## src/rtl/window_addr_gen.sv

```systemverilog
// Window address generator: walks the output map in raster order and issues one
// KERNEL_SIZE x KERNEL_SIZE window of input addresses per cycle, in batches of ROUTER_COUNT.
//
// state  | meaning
// IDLE   | after reset/clear, waiting for i_start
// GEN    | issuing one window per cycle
// WAIT   | batch issued, waiting for i_next
// DONE   | last pixel issued (or empty map), waiting for i_start
module window_addr_gen #(
  parameter int ROUTER_COUNT = 4,
  parameter int ADDR_WIDTH   = 8,
  parameter int KERNEL_SIZE  = 3
) (
  input  logic                                                  i_clk,
  input  logic                                                  i_nrst,
  input  logic                                                  i_reg_clear,
  input  logic                                                  i_start,
  input  logic [ADDR_WIDTH-1:0]                                 i_i_size,
  input  logic [ADDR_WIDTH-1:0]                                 i_o_size,
  input  logic [ADDR_WIDTH-1:0]                                 i_stride,
  input  logic                                                  i_next,
  output logic [0:KERNEL_SIZE*KERNEL_SIZE-1][ADDR_WIDTH-1:0]    o_addr,
  output logic                                                  o_valid,
  output logic [ROUTER_COUNT-1:0]                               o_row_id,
  output logic                                                  o_batch_done,
  output logic                                                  o_done
);

  localparam int ADDR_LENGTH = KERNEL_SIZE * KERNEL_SIZE;
  localparam int AW2         = 2 * ADDR_WIDTH;
  localparam int SW          = $clog2(ROUTER_COUNT + 1);

  typedef enum logic [1:0] {S_IDLE, S_GEN, S_WAIT, S_DONE} state_t;

  state_t                  state;
  logic [ADDR_WIDTH-1:0]   i_size_r, o_size_r, stride_r;
  logic [ADDR_WIDTH-1:0]   ox, oy;
  logic [SW-1:0]           slot;
  logic                    last_r;

  logic                    idle_like, zero_cfg, issue, win_last;
  logic [ADDR_WIDTH-1:0]   cfg_i, cfg_o, cfg_s, win_ox, win_oy, o_max;
  logic [AW2-1:0]          base, sum;
  logic [0:ADDR_LENGTH-1][ADDR_WIDTH-1:0] addr_nx;

  // On an accepted start the first window is built straight from the inputs,
  // since the config registers only load on that same edge.
  always_comb begin
    idle_like = (state == S_IDLE) || (state == S_DONE);
    zero_cfg  = (i_o_size == '0) || (i_i_size == '0);
    cfg_i     = i_size_r;
    cfg_o     = o_size_r;
    cfg_s     = stride_r;
    win_ox    = ox;
    win_oy    = oy;
    if (idle_like) begin
      cfg_i  = i_i_size;
      cfg_o  = i_o_size;
      cfg_s  = i_stride;
      win_ox = '0;
      win_oy = '0;
    end
    o_max    = cfg_o - ADDR_WIDTH'(1);
    win_last = (win_ox == o_max) && (win_oy == o_max);
    base     = (AW2'(win_oy) * AW2'(cfg_s)) * AW2'(cfg_i) + AW2'(win_ox) * AW2'(cfg_s);
    sum      = '0;
    addr_nx  = '0;
    for (int ky = 0; ky < KERNEL_SIZE; ky++) begin
      for (int kx = 0; kx < KERNEL_SIZE; kx++) begin
        sum = base + AW2'(ky) * AW2'(cfg_i) + AW2'(kx);
        addr_nx[ky*KERNEL_SIZE+kx] = sum[ADDR_WIDTH-1:0];
      end
    end
    issue = (idle_like && i_start && !zero_cfg)
         || (state == S_GEN && !last_r && slot != SW'(ROUTER_COUNT))
         || (state == S_WAIT && i_next);
  end

  always_ff @(posedge i_clk or negedge i_nrst) begin
    if (!i_nrst) begin
      state        <= S_IDLE;
      i_size_r     <= '0;
      o_size_r     <= '0;
      stride_r     <= '0;
      ox           <= '0;
      oy           <= '0;
      slot         <= '0;
      last_r       <= 1'b0;
      o_addr       <= '0;
      o_valid      <= 1'b0;
      o_row_id     <= '0;
      o_batch_done <= 1'b0;
      o_done       <= 1'b0;
    end else if (i_reg_clear) begin
      state        <= S_IDLE;
      i_size_r     <= '0;
      o_size_r     <= '0;
      stride_r     <= '0;
      ox           <= '0;
      oy           <= '0;
      slot         <= '0;
      last_r       <= 1'b0;
      o_addr       <= '0;
      o_valid      <= 1'b0;
      o_row_id     <= '0;
      o_batch_done <= 1'b0;
      o_done       <= 1'b0;
    end else begin
      if (issue) begin
        o_valid  <= 1'b1;
        o_addr   <= addr_nx;
        o_row_id <= ROUTER_COUNT'(slot);
        slot     <= slot + 1'b1;
        last_r   <= win_last;
        if (win_ox == o_max) begin
          ox <= '0;
          oy <= win_oy + 1'b1;
        end else begin
          ox <= win_ox + 1'b1;
          oy <= win_oy;
        end
      end else begin
        o_valid <= 1'b0;
      end

      case (state)
        S_IDLE, S_DONE: begin
          if (i_start) begin
            if (zero_cfg) begin
              state  <= S_DONE;
              o_done <= 1'b1;
            end else begin
              state    <= S_GEN;
              o_done   <= 1'b0;
              i_size_r <= i_i_size;
              o_size_r <= i_o_size;
              stride_r <= i_stride;
            end
          end
        end
        S_GEN: begin
          // last-pixel check wins so a full final batch goes to DONE, not WAIT
          if (last_r) begin
            state  <= S_DONE;
            o_done <= 1'b1;
            slot   <= '0;
            ox     <= '0;
            oy     <= '0;
            last_r <= 1'b0;
          end else if (slot == SW'(ROUTER_COUNT)) begin
            state        <= S_WAIT;
            o_batch_done <= 1'b1;
            slot         <= '0;
          end
        end
        S_WAIT: begin
          if (i_next) begin
            state        <= S_GEN;
            o_batch_done <= 1'b0;
          end
        end
        default: state <= S_IDLE;
      endcase
    end
  end

endmodule

```

## config.mk

```make
export PLATFORM = sky130hd
export DESIGN_NAME = window_addr_gen
export DESIGN_NICKNAME = d
export VERILOG_FILES = /design/src/rtl/window_addr_gen.sv
export SDC_FILE = /design/constraint.sdc
export NUM_CORES = 1
export LEC_CHECK = 0
export ABC_AREA = 0
export CORE_UTILIZATION = 40
export DETAILED_ROUTE_END_ITERATION = 16
export GPL_TIMING_DRIVEN = 1
export HOLD_SLACK_MARGIN = 0.08
export PLACE_DENSITY_LB_ADDON = 0.08
export REMOVE_ABC_BUFFERS = 1
export SYNTH_ARGS = -nofsm -noshare
export SYNTH_HDL_FRONTEND = slang
export SYNTH_SLANG_ARGS = --single-unit
```

## constraint.sdc

```tcl
create_clock -name i_clk -period 9.35 [get_ports i_clk]
set_input_delay 1.4025 -clock i_clk [delete_from_list [all_inputs] [get_ports i_clk]]
set_output_delay 1.4025 -clock i_clk [all_outputs]
set_load 0.1 [all_outputs]
```

==> run metrics <==
first-pass GRT wire length=43.3 mm; core area=23800 sq um; leak pwr=5.40 nW; Crit path buffers/inverters=4; Slew @ Worst Pin=1.01 ns; Synth area leader=dfrtp_1; share of layout cells above drive strength 1=0.0608; number of global-route vias before repair=7811; CP endpoint kind=register; Multi-input gate area=6310 sq um; Mean Syn Cell Area=8.62 sq um; nets=1371; total gr overflow=0; Post-CTS Setup Repair Bufs=0; largest net degree at the start of global routing=102; final hold viol count=0; period utilisation layout=0.949; Worst-path clk slew=0.06 ns; Area Growth Syn to Fin=20.0%; clock root cell=clkbuf_16; flops & latches, synth=119; RSZ-0062 raised after global routing=false; outcome=complete, no violations; synth top area cells=dfrtp_1 30%, ha_1 9.8%, fa_1 9.2%, nand2_1 7.8%, xnor2_1 6.6%; final clock skew=0.00967 ns; Async SR Flop Fraction=1.00; Final Max Slew Viols=0; Yosys top cell area share=0.303; initial antenna violation count=0; Routed Antenna Nets=0; placed cells=1520; H-tree depth=4; WHS=0.517 ns; crit-path most repeated cell=fa_1; final wirelength=25.9 mm; Synth cell types=59; Hold WC Path Type=register to register; Antenna Cells=0; Initial Utilization=0.414; Starting DRT DRC Count=488; fin cells=1552; placed wire-length estimate=18.9 mm; Die ar.=25200 sq um; sequential-to-total area share from yosys stat=0.303; PostCTS Resize Cnt=0; cell family with most CP delay=adder cells; CTS Buf Count=17; Syn. warnings=0; maximum VDD drop=239 uV; Crit path arrival time=9.20 ns; Period minus WS final=8.87 ns; routability cong.=0.831; EDFF count, synth=0; Syn Inst Count=1139; Vias=7925; Rows=56; Max Clk Rate=113 MHz; CTS Sinks=119; total track usage=0.217; Post-Syn Area=9820 sq um; CTS Hold Bufs=0; Die Y=159 microns; final setup fails=0; Rel. slew slack=0.322; Avg WL per Cell=16.7 microns; layout filler cell count=2328; vias per cell=5.11; Port Buf Inserts=106; Required @ worst endpoint=9.68 ns; PwrDens=313 nW/um^2; Ports=108; Setup CP Type=register to register; max-cap viol count=0; Die X-Extent=159 microns; Top FF cell, synth=dfrtp_1; Residual DRC=0; Critical-path top delay cell=fa_1; first drt pass iteration count=5; clock insertion delay at the later pin of the skew report=0.42 ns; Longest Clk Path Bufs=2; crit start category=register; sequential cell area=2980 sq um; max incr delay on CP=0.54 ns; CP max FO=11; CTS tree=built
==> through the flow <==
step           setup slack, ns   util  cell area [sq um]  power [mW]  setup TNS, ns
3_5_place_dp             0.138  0.471              11200        3.05              0
3_3_place_gp             0.400  0.471              11200        3.04              0
2_1_floorplan           -0.396      -               9540        2.43          -3.55
6_report                 0.481  0.496              11800        3.68              0
5_1_grt                 0.0243  0.496              11800        3.90              0
4_1_cts                  0.131  0.495              11800        3.71              0
==> worst reg2reg max path, delay by kind of cell (launching register included) <==
kind / cells / cell delay [ns]
buffers and inverters: 4 / 0.24
AND/OR/NAND/NOR: 4 / 0.66
AO/OA/AOI/OAI: 2 / 0.61
adder cells (fa/ha/maj): 14 / 5.86
XOR/XNOR: 5 / 1.03
flip-flops: 1 / 0.39
==> sequential cells by signal (all words and copies together) (netlist names) <==
name,count
o_batch_done,1
i_size_r,8
o_row_id,3
slot,3
state,2
stride_r,8
o_size_r,8
o_done,1
o_addr,67
o_valid,1
ox,8
last_r,1
oy,8
==> power by group <==
| group | internal (mW) | total, mW | switching, mW | leakage, nW |
|---|---|---|---|---|
| logic | 0.619 | 2.27 | 1.66 | 3.52 |
| clock network | 0.372 | 0.644 | 0.272 | 0.274 |
| registers | 0.655 | 0.766 | 0.111 | 1.60 |
| total | 1.65 | 3.68 | 2.04 | 5.40 |
==> synth_stat cells, drive strengths merged (3+ instances only) <==
cell type	count
a211oi	25
a21o	9
a21oi	96
a311oi	6
a31oi	3
and2	53
and3	13
and4	3
buf	21
clkbuf	46
dfrtp	119
fa	45
ha	77
inv	79
mux2	6
mux2i	7
nand2	203
nand2b	6
nand3	15
nand3b	5
nand4	6
nor2	72
nor2b	17
nor3	10
nor3b	4
nor4	3
o211ai	5
o21ai	31
or2	3
or3	9
or4	3
xnor2	74
xnor3	6
xor2	31
==> logic make-up (layout without fill, tap and decap cells) <==
| logic type | after synthesis | after routing | share of synthesized area |
|---|---|---|---|
| AND/OR/NAND/NOR | 432 | 432 | 0.207 |
| buffers and inverters | 146 | 240 | 0.0594 |
| adder cells (fa/ha/maj) | 122 | 122 | 0.190 |
| other | 1 | 1 | 0.000382 |
| AO/OA/AOI/OAI | 195 | 195 | 0.119 |
| flip-flops | 119 | 119 | 0.303 |
| multiplexers | 13 | 13 | 0.0140 |
| XOR/XNOR | 111 | 111 | 0.107 |
==> layout by cell type, fill, tap and decap left out, types with 6 or more instances in the layout <==
cell type,Yosys,layout
nor2_1,72,72
xnor3_1,6,6
nand3_1,15,15
and3_1,13,13
nand2_1,203,202
fa_1,45,45
nand4_1,6,6
nor2b_1,17,15
or3_1,9,9
a21o_1,9,9
mux2_2,6,6
buf_4,7,25
a311oi_1,6,6
inv_1,79,79
clkdlybuf4s50_1,0,104
clkbuf_16,0,17
nand2b_1,6,6
and2_1,53,53
xnor2_1,74,72
o21ai_0,30,30
a21oi_1,95,95
mux2i_1,7,7
a211oi_1,25,24
xor2_1,31,31
nor3_1,10,10
dfrtp_1,119,119
ha_1,77,76
==> path summary, 6_finish.rpt <==
path | to | depth (start not counted) | start | slack [ns]
worst max-delay path | o_addr[39] | 29 | state[0] | 0.48
worst min-delay path | o_addr[66] | 2 | o_addr[66] | 0.52
worst max register to register | o_addr[39] | 29 | state[0] | 0.48
worst min register to register | o_addr[66] | 2 | o_addr[66] | 0.52
max in group asynchronous | oy[2] | 2 | i_nrst | 6.92
min in group asynchronous | stride_r[2] | 1 | i_nrst | 1.07
==> metal layers <==
layer | track usage | up-vias | share of wire
li1 | - | 3939 | -
met1 | 0.317 | 3814 | 0.51
met2 | 0.332 | 159 | 0.45
met3 | 0.0405 | 13 | 0.039
met4 | 0.0432 | 0 | 0.0067
met5 | 0 | - | 0
==> cell type report <==
cell class              instances  area share
clock buffers                  18      0.0364
clock inverters                14      0.0119
inverters                      79      0.0252
multi-input cells             874       0.536
flip-flops and latches        119       0.253
well taps                     319      0.0339
repair buffers                129       0.104
(Power assumes the default switching activity.)
